[src/rtl/pulse_train_scheduler_pkg.sv]
// Shared types and default constants for the pulse-train scheduler.
package pulse_sched_pkg;

  localparam int DATA_W    = 16;
  localparam int DEF_CFG_W = 14;

  localparam logic signed [DATA_W-1:0] DEF_LEVEL_HI = 16'sh7FFF;
  localparam logic signed [DATA_W-1:0] DEF_LEVEL_LO = 16'sh0000;

  typedef enum logic [1:0] {
    MODE_OFF       = 2'd0,
    MODE_FREE_RUN  = 2'd1,
    MODE_EXT_BURST = 2'd2,
    MODE_SW_BURST  = 2'd3
  } mode_e;

  typedef enum logic [1:0] {
    ST_IDLE   = 2'd0,
    ST_RUN_HI = 2'd1,
    ST_RUN_LO = 2'd2
  } state_e;

endpackage

[src/rtl/pulse_train_scheduler_trig_sync.sv]
// Two-flop synchronizer for the external trigger followed by a registered
// rising-edge detector; emits a one-cycle trig_pulse.
module trig_sync (
  input  logic clk,
  input  logic reset,
  input  logic async_in,
  output logic trig_pulse
);

  logic meta_q;
  logic sync_q;
  logic prev_q;
  logic pulse_q;
  logic pulse_d;

  always_comb begin
    pulse_d = sync_q & ~prev_q;
  end

  always_ff @(posedge clk) begin
    if (reset) begin
      meta_q  <= 1'b0;
      sync_q  <= 1'b0;
      prev_q  <= 1'b0;
      pulse_q <= 1'b0;
    end else begin
      meta_q  <= async_in;
      sync_q  <= meta_q;
      prev_q  <= sync_q;
      pulse_q <= pulse_d;
    end
  end

  assign trig_pulse = pulse_q;

endmodule

[src/rtl/pulse_train_scheduler.sv]
// Square-wave scheduler: shadowed period/high/count, free-running or triggered
// bursts, with busy/done/pulse-count/overrun status.
module pulse_train_scheduler
  import pulse_sched_pkg::*;
#(
  parameter int                        CFG_W    = DEF_CFG_W,
  parameter logic signed [DATA_W-1:0]  LEVEL_HI = DEF_LEVEL_HI,
  parameter logic signed [DATA_W-1:0]  LEVEL_LO = DEF_LEVEL_LO
) (
  input  logic                     clk,
  input  logic                     reset,
  input  logic                     exttrig,
  input  logic                     sw_trig,
  input  logic [1:0]               cfg_mode,
  input  logic [CFG_W-1:0]         cfg_period,
  input  logic [CFG_W-1:0]         cfg_high,
  input  logic [CFG_W-1:0]         cfg_count,
  output logic signed [DATA_W-1:0] outputa,
  output logic                     busy,
  output logic                     done,
  output logic [CFG_W-1:0]         pulses_done,
  output logic                     trig_overrun
);

  // One extra bit: the longest period (2^CFG_W cycles) needs it.
  localparam int PW = CFG_W + 1;
  localparam logic [CFG_W-1:0] CNT_MAX = '1;

  function automatic logic [PW-1:0] clamp_period(input logic [CFG_W-1:0] per);
    logic [PW-1:0] p;
    p = (per == '0) ? PW'(1) : {1'b0, per};
    return p + PW'(1);
  endfunction

  function automatic logic [PW-1:0] clamp_high(input logic [CFG_W-1:0] hi,
                                               input logic [PW-1:0]    p);
    return ({1'b0, hi} > p) ? p : {1'b0, hi};
  endfunction

  function automatic logic [CFG_W-1:0] sat_inc(input logic [CFG_W-1:0] v);
    return (v == CNT_MAX) ? v : v + CFG_W'(1);
  endfunction

  state_e                   state_q, state_d;
  mode_e                    run_mode_q, run_mode_d;
  mode_e                    live_mode;
  logic [PW-1:0]            phase_q, phase_d;
  logic [PW-1:0]            p_q, p_d;
  logic [PW-1:0]            h_q, h_d;
  logic [CFG_W-1:0]         n_q, n_d;
  logic [CFG_W-1:0]         cnt_q, cnt_d;
  logic                     done_q, done_d;
  logic                     ovr_q, ovr_d;
  logic                     busy_q, busy_d;
  logic signed [DATA_W-1:0] out_q, out_d;
  logic                     sw_trig_q;
  logic                     ext_pulse;
  logic                     trig;
  logic [PW-1:0]            live_p;
  logic [PW-1:0]            live_h;

  trig_sync u_trig_sync (
    .clk        (clk),
    .reset      (reset),
    .async_in   (exttrig),
    .trig_pulse (ext_pulse)
  );

  always_comb begin
    live_mode = mode_e'(cfg_mode);
    live_p    = clamp_period(cfg_period);
    live_h    = clamp_high(cfg_high, live_p);
    trig      = ((live_mode == MODE_EXT_BURST) && ext_pulse) ||
                ((live_mode == MODE_SW_BURST)  && sw_trig_q);
  end

  always_comb begin
    state_d    = state_q;
    run_mode_d = run_mode_q;
    phase_d    = phase_q;
    p_d        = p_q;
    h_d        = h_q;
    n_d        = n_q;
    cnt_d      = cnt_q;
    done_d     = 1'b0;
    ovr_d      = ovr_q;

    if (state_q == ST_IDLE) begin
      // The done cycle still refuses triggers; they count as overruns.
      if (!done_q && ((live_mode == MODE_FREE_RUN) || trig)) begin
        run_mode_d = live_mode;
        p_d        = live_p;
        h_d        = live_h;
        n_d        = cfg_count;
        cnt_d      = '0;
        phase_d    = '0;
        state_d    = (live_h != '0) ? ST_RUN_HI : ST_RUN_LO;
      end else if (trig) begin
        ovr_d = 1'b1;
      end
    end else begin
      if (trig) begin
        ovr_d = 1'b1;
      end
      if (phase_q == p_q - PW'(1)) begin
        cnt_d = sat_inc(cnt_q);
        if (live_mode == MODE_OFF) begin
          state_d = ST_IDLE;
        end else if ((run_mode_q != MODE_FREE_RUN) && (n_q != '0) &&
                     (({1'b0, cnt_q} + PW'(1)) == {1'b0, n_q})) begin
          state_d = ST_IDLE;
          done_d  = 1'b1;
        end else begin
          p_d     = live_p;
          h_d     = live_h;
          phase_d = '0;
          state_d = (live_h != '0) ? ST_RUN_HI : ST_RUN_LO;
        end
      end else begin
        phase_d = phase_q + PW'(1);
        state_d = (phase_d < h_q) ? ST_RUN_HI : ST_RUN_LO;
      end
    end

    if (live_mode == MODE_OFF) begin
      ovr_d = 1'b0;
    end

    out_d  = (state_d == ST_RUN_HI) ? LEVEL_HI : LEVEL_LO;
    busy_d = (state_d != ST_IDLE);
  end

  always_ff @(posedge clk) begin
    if (reset) begin
      state_q    <= ST_IDLE;
      run_mode_q <= MODE_OFF;
      phase_q    <= '0;
      p_q        <= '0;
      h_q        <= '0;
      n_q        <= '0;
      cnt_q      <= '0;
      done_q     <= 1'b0;
      ovr_q      <= 1'b0;
      busy_q     <= 1'b0;
      out_q      <= LEVEL_LO;
      sw_trig_q  <= 1'b0;
    end else begin
      state_q    <= state_d;
      run_mode_q <= run_mode_d;
      phase_q    <= phase_d;
      p_q        <= p_d;
      h_q        <= h_d;
      n_q        <= n_d;
      cnt_q      <= cnt_d;
      done_q     <= done_d;
      ovr_q      <= ovr_d;
      busy_q     <= busy_d;
      out_q      <= out_d;
      sw_trig_q  <= sw_trig;
    end
  end

  assign outputa      = out_q;
  assign busy         = busy_q;
  assign done         = done_q;
  assign pulses_done  = cnt_q;
  assign trig_overrun = ovr_q;

endmodule

[config.mk]
export PLATFORM = sky130hd
export DESIGN_NAME = pulse_train_scheduler
export DESIGN_NICKNAME = d
export VERILOG_FILES = /design/src/rtl/pulse_train_scheduler_pkg.sv /design/src/rtl/pulse_train_scheduler_trig_sync.sv /design/src/rtl/pulse_train_scheduler.sv
export SDC_FILE = /design/constraint.sdc
export NUM_CORES = 1
export LEC_CHECK = 0
export CAP_MARGIN = 20
export CORE_AREA = 2 2 151 94
export DETAILED_ROUTE_END_ITERATION = 10
export DIE_AREA = 0 0 153 96
export HOLD_SLACK_MARGIN = 0.15
export PLACE_DENSITY = 0.67
export SYNTH_ARGS = -nofsm -noshare
export SYNTH_HDL_FRONTEND = slang
export SYNTH_SLANG_ARGS = --single-unit
[constraint.sdc]
create_clock -name clk -period 8.3 [get_ports clk]
set_input_delay 1.66 -clock clk [delete_from_list [all_inputs] [get_ports clk]]
set_output_delay 1.66 -clock clk [all_outputs]
set_load 0.005 [all_outputs]
==> flow_summary.toml, run 1 <==
[routing]
antenna_left = 0
vias_per_cell = 5.81
post_drt_wl_per_cell_um = 16.6
first_pass_iters = 5
vias = 5441
drc = 0
drt_wl_total_um = 15600
initialDrtViolationCount = 528

[status]
status = "complete, no violations"

[die]
start_util_pct = 44.0
num_io_pins = 81
rows = 33
die_x_um = 153
die_height_um = 96
dieArea_mm2 = 0.0147
core-area_mm2 = 0.0133

[timing]
hold_viol = 0
drv_slew = 0
period_minus_slack_ns = 5.84
setup_viol = 0
fin_ws_ns = 2.46
rsz0062_at_grt = "no"
fmax_mhz = 171
finalClockSkew_ns = 0.00869
slew_headroom_pct = 29.5
period_share_pct = 70.4
timing.setup.tns_ns = 0
worst_pin_slew_ns = 1.06

[global_route]
grt_pass1_wl_um = 25500
grt_overflow = 0
grt_pass1_vias = 5016
track_usage_pct = 21.6
grt_max_degree = 95
antenna_found_initial = 0

[critical_path]
path_max_fanout = 16
critPathRequiredTime_ns = 8.50
path_class = "in -> reg"
critPathMaxStageDelay_ns = 0.56
crit_arrival_ns = 6.04
start_kind = "primary input"
critPathCaptureType = "register"
cp_cell_sequence = "clkdlybuf4s50_1 -> nand4_1 -> nor3_1 -> nand3_1 -> nor2_1 -> nand3_1 -> xor2_1 -> ha_1 -> and3_1 -> and3_1 -> nor2b_1 -> a2111oi_0 -> a21oi_2 -> buf_6 -> a21oi_1 -> or2_2 -> o2bb2ai_1"
critical-path-slowest-cell = "clkdlybuf4s50_1"

[logic_synthesis]
syn-num-nets = 798
synth_edf_count = 0
synth_area_mm2 = 0.00586
ys_seq_elements = 86
synth_cells = 719
yosysSeqAreaShare_pct = 29.4
yosys.cell_types.count = 64
async_flop_share_pct = 0
yosysWarnings = 0
avgSynthCellArea_um2 = 8.15
yosys_most_used_dff = "dfxtp_1"

[placed_design]
post-place-ws_ns = 1.90
gp_congestion = 0.963
dp_hpwl_um = 11700
dpl-instance-area_mm2 = 0.00661
io_buffers = 79

[cells_and_area]
layout_common_cells = "dfxtp_1, clkdlybuf4s50_1, a21oi_1"
finalNetCount = 835
areaGrowthSynthToFinish_pct = 18.8
antennaDiodeCount = 0
drive_gt1_share_pct = 6.70
fin_area_mm2 = 0.00697
layout_commonest_cell = "dfxtp_1"
fill_cells = 1255

[clock_network]
tritoncts = "yes"
clk_latency_ns = 0.35
cts_hold_buf = 0
cts_sinks = 86
cts_made_buffers = 9
cts_resized = 0
clk_path_buf_depth = 2
htree_levels = 3
post_cts_buffers = 0
clkTransAtPathRegs_ns = 0.07
clock-root-buffer = "clkbuf_16"

[pwr]
ir_worst_vdd_v = 0.000113
power-per-cell-area_mw_per_mm2 = 191
leakagePower_nw = 2.69

[min_path]
hold_path_class = "reg -> reg"

[flow_run]
drv_cap = 0
cells in the mapped netlist, types with 3 or more instances:
cell | number | area, um^2
buf_4 | 15 | 113
ha_1 | 31 | 388
nor2_1 | 37 | 139
nand2_1 | 57 | 214
inv_1 | 24 | 90.1
a21oi_1 | 65 | 325
a21o_1 | 6 | 45.0
dfxtp_1 | 86 | 1720
o211ai_1 | 3 | 22.5
a31oi_1 | 24 | 150
nand3_1 | 39 | 195
and3_1 | 13 | 81.3
o21ai_0 | 15 | 75.1
o21a_1 | 6 | 45.0
xor2_1 | 26 | 228
nor4_1 | 12 | 75.1
or2_2 | 5 | 31.3
nor2b_1 | 21 | 131
buf_2 | 4 | 20.0
nor3_1 | 13 | 65.1
and4_1 | 5 | 43.8
a311o_1 | 13 | 130
a211o_1 | 4 | 35.0
mux2_2 | 3 | 33.8
mux2_4 | 10 | 150
nand3b_1 | 4 | 30.0
clkbuf_1 | 35 | 131
nand4_1 | 13 | 81.3
buf_1 | 4 | 15.0
mux2i_1 | 19 | 190
or3_1 | 5 | 31.3
xnor2_1 | 35 | 307
nand2b_1 | 27 | 169
layer usage:
layer / vias to the layer above / track usage, % / share of wire (%)
li1: 2636 / - / -
met1: 2611 / 32.9 / 52
met2: 176 / 31.1 / 40
met3: 18 / 4.01 / 7.0
met4: 0 / 5.32 / 1.3
met5: - / 0 / 0
cell families after synthesis:
logic type	Yosys count	share of synthesized area, %
AND/OR/NAND/NOR	262	23.5
adder cells (fa/ha/maj)	31	6.62
AO/OA/AOI/OAI	162	18.2
other	1	0.0640
buffers and inverters	84	6.68
flip-flops	86	29.4
multiplexers	32	6.38
XOR/XNOR	61	9.11
registers in the layout (all words and copies together), names as in the netlist, 2 cells and up:
name         flops
n_q             14
run_mode_q       2
pulses_done     14
p_q             15
h_q             15
phase_q         15
state_q          2
report_power, final:
group | internal (mW) | switching (mW)
Clock | 0.268 | 0.183
Sequential | 0.448 | 0.0391
Combinational | 0.187 | 0.209
area by class of cell:
cell class | count | area [um^2] | share of cell area (%)
multi-input cells | 549 | 3760 | 54.0
flip-flops and latches | 86 | 1720 | 24.7
repair buffers | 86 | 850 | 12.2
clock buffers | 9 | 225 | 3.23
well taps | 175 | 219 | 3.14
clock inverters | 7 | 103 | 1.47
inverters | 24 | 90.1 | 1.29
critical path: cells and delay by family:
kind	cells	cell delay (ns)
simple gates	9	1.92
compound gates	4	1.10
buf+inv	2	0.80
fa+ha+maj	1	0.30
xor+xnor	1	0.27
per-stage QoR:
stage / power, mW / hold slack, ns / util [%] / cells
CTS: 1.33 / 0.387 / 52.0 / 934
global route: 1.40 / 0.393 / 52.2 / 936
floorplan: 0.762 / 0.367 / - / 719
global placement: 0.872 / 0.375 / 49.6 / 918
finish: 1.33 / 0.391 / 52.2 / 936
detailed placement: 0.882 / 0.377 / 49.6 / 918
worst paths after layout:
path | slack [ns] | depth (start not counted) | end | from
setup / recovery | 2.46 | 17 | outputa[13] | cfg_period[0]
hold / removal | 0.39 | 1 | u_trig_sync.trig_pulse | u_trig_sync.prev_q
setup reg to reg | 4.27 | 10 | p_q[9] | p_q[0]
hold reg to reg | 0.39 | 1 | u_trig_sync.trig_pulse | u_trig_sync.prev_q
(Power assumes the default switching activity.)
==> inputs of run 2 (changes only) <==
==> constraint.sdc (replaced) <==
create_clock -name clk -period 5.5 [get_ports clk]
set_input_delay 1.1 -clock clk [delete_from_list [all_inputs] [get_ports clk]]
set_output_delay 1.1 -clock clk [all_outputs]
set_load 0.005 [all_outputs]
==> run 2 against run 1 <==
  * Register-to-register slack got worse by 2.7 ns
  * Global-route usage rose by 0.077 points
  * Combinational power rose by 53%
  * Final area rose by 0.18%
  * Utilization rose by 0.094 points
  * Clock power rose by 48%
  * Sequential share of layout area barely moved
  * First-iteration DRC count fell by 1.7%
  * Largest power group unchanged
  * Highest routed layer unchanged
==> flow_summary.toml, run 2 (synthesis results as in run 1) <==
[status]
status = "complete, no violations"

[global_route]
grt_pass1_wl_um = 25600
grt_overflow = 0
grt_max_degree = 62
antenna_found_initial = 0
grt_pass1_vias = 4977
track_usage_pct = 21.7

[critical_path]
r2r.worst_path.cells = 8
crit_arrival_ns = 5.26
path_class = "in -> reg"
critPathMaxStageDelay_ns = 0.61
cp_cell_sequence = "clkdlybuf4s50_1 -> nand4_1 -> nor3_1 -> nand3_1 -> nor2_1 -> nand3_1 -> xor2_1 -> ha_1 -> and3_1 -> and3_1 -> nor2b_1 -> a2111oi_0 -> a21oi_2 -> buf_4 -> a21oi_1 -> or2_2 -> o2bb2ai_1"
critPathCaptureType = "register"
critical-path-slowest-cell = "a2111oi_0"
path_max_fanout = 16
r2r_start = "pulses_done[0]"
rrSetupSlack_ns = 1.55
critPathRequiredTime_ns = 5.69
reg2reg_to = "p_q[2]"
start_kind = "primary input"

[die]
num_io_pins = 81
start_util_pct = 44.0
rows = 33
die_x_um = 153
die_height_um = 96
core-area_mm2 = 0.0133
dieArea_mm2 = 0.0147

[routing]
post_drt_wl_per_cell_um = 16.8
first_pass_iters = 5
vias = 5398
antenna_left = 0
drt_wl_total_um = 15800
drc = 0
vias_per_cell = 5.74
initialDrtViolationCount = 519

[cells_and_area]
finalNetCount = 839
multiInputGateArea_mm2 = 0.00376
drive_gt1_share_pct = 7.19
layout_common_cells = "dfxtp_1, clkdlybuf4s50_1, a21oi_1"
reg_top3 = "h_q x15, p_q x15, phase_q x15"
seqCellArea_mm2 = 0.00172
areaGrowthSynthToFinish_pct = 19.1
antennaDiodeCount = 0
fill_cells = 1226
layout_commonest_cell = "dfxtp_1"

[pwr]
power-per-cell-area_mw_per_mm2 = 287
power_mw = 2.00
leakagePower_nw = 2.71
ir_worst_vdd_v = 0.000162

[min_path]
worstHoldStart = "u_trig_sync.prev_q"
hold_path_class = "reg -> reg"
hold_depth = 1
hold_end = "u_trig_sync.trig_pulse"

[timing]
drv_slew = 0
fmax_mhz = 197
hold_viol = 0
timing.setup.tns_ns = 0
period_minus_slack_ns = 5.08
fin_ws_ns = 0.424
setup_viol = 0
period_share_pct = 92.3
finalClockSkew_ns = 0.00630
rsz0062_at_grt = "no"
worst_pin_slew_ns = 1.05
slew_headroom_pct = 30.1

[flow_run]
drv_cap = 0

[clock_network]
post_cts_buffers = 0
clock-root-buffer = "clkbuf_16"
clk_latency_ns = 0.34
cts_made_buffers = 9
tritoncts = "yes"
cts_sinks = 86
clkTransAtPathRegs_ns = 0.07
clk_path_buf_depth = 2
cts_resized = 0
htree_levels = 3
cts_hold_buf = 0

[placed_design]
gp_congestion = 0.918
post-place-ws_ns = 0.129
dp_hpwl_um = 12200
io_buffers = 79
## run 2: cell types whose count changed in the layout (fill, tap and decap cells not counted)
cell,delta
buf_6,-1
clkinv_2,+2
clkinvlp_4,-1
buf_4,+6
buf_8,-1
inv_6,-1
## run 2: stage by stage
step | cell area [um^2] | util, % | instances | hold WS [ns]
finish | 6980 | 52.3 | 940 | 0.394
global route | 6980 | 52.3 | 940 | 0.407
global placement | 6660 | 49.9 | 924 | 0.374
detailed placement | 6660 | 49.9 | 924 | 0.376
floorplan | 5860 | - | 719 | 0.367
CTS | 6980 | 52.3 | 940 | 0.396
## run 2: how the worst max path moves through the flow
| stage | from | endpoint | slack [ns] |
|---|---|---|---|
| floorplan | cfg_period[0] | h_q[5] | 1.12 |
| global placement | cfg_period[0] | outputa[13] | 0.40 |
| detailed placement | cfg_period[0] | outputa[13] | 0.13 |
| CTS | cfg_period[0] | outputa[13] | 0.47 |
| global route | cfg_period[0] | outputa[13] | 0.14 |
| finish | cfg_period[0] | outputa[13] | 0.42 |
## run 2: layout make-up
cell class | instances | share of cell area (%)
inverter | 24 | 1.29
multi-input combinational | 549 | 53.9
timing repair buffer | 90 | 12.4
tap | 175 | 3.14
clock inverter | 7 | 1.38
sequential | 86 | 24.7
clock buffer | 9 | 3.23
## run 2: worst max-delay path, delay by kind of cell
family                   cells  cell delay (ns)
AO/OA/AOI/OAI                4             1.00
XOR/XNOR                     1             0.26
adder cells (fa/ha/maj)      1             0.30
buffers and inverters        2             0.79
AND/OR/NAND/NOR              9             1.80
## run 2: layer usage
| metal | vias to the layer above | global-route usage [%] | wire length [um] |
|---|---|---|---|
| met5 | - | 0 | 0 |
| met1 | 2575 | 33.5 | 8360 |
| met2 | 156 | 31.0 | 6300 |
| met4 | 0 | 3.70 | 127 |
| met3 | 14 | 4.50 | 1020 |
| li1 | 2653 | - | - |
## run 2: report_power, final
part           internal [mW]  switching [mW]
logic                  0.286           0.317
clock network          0.400           0.263
registers              0.676          0.0607
==> inputs of run 3 (changes only) <==
--- a/config.mk
+++ b/config.mk
@@ -5,6 +5,7 @@
 export SDC_FILE = /design/constraint.sdc
 export NUM_CORES = 1
 export LEC_CHECK = 0
+export ABC_CLOCK_PERIOD_IN_PS = 5500
 export CAP_MARGIN = 20
 export CORE_AREA = 2 2 151 94
 export DETAILED_ROUTE_END_ITERATION = 10
==> results of run 3 <==
The final DEF is identical to that of run 2; final timing and power are the same.
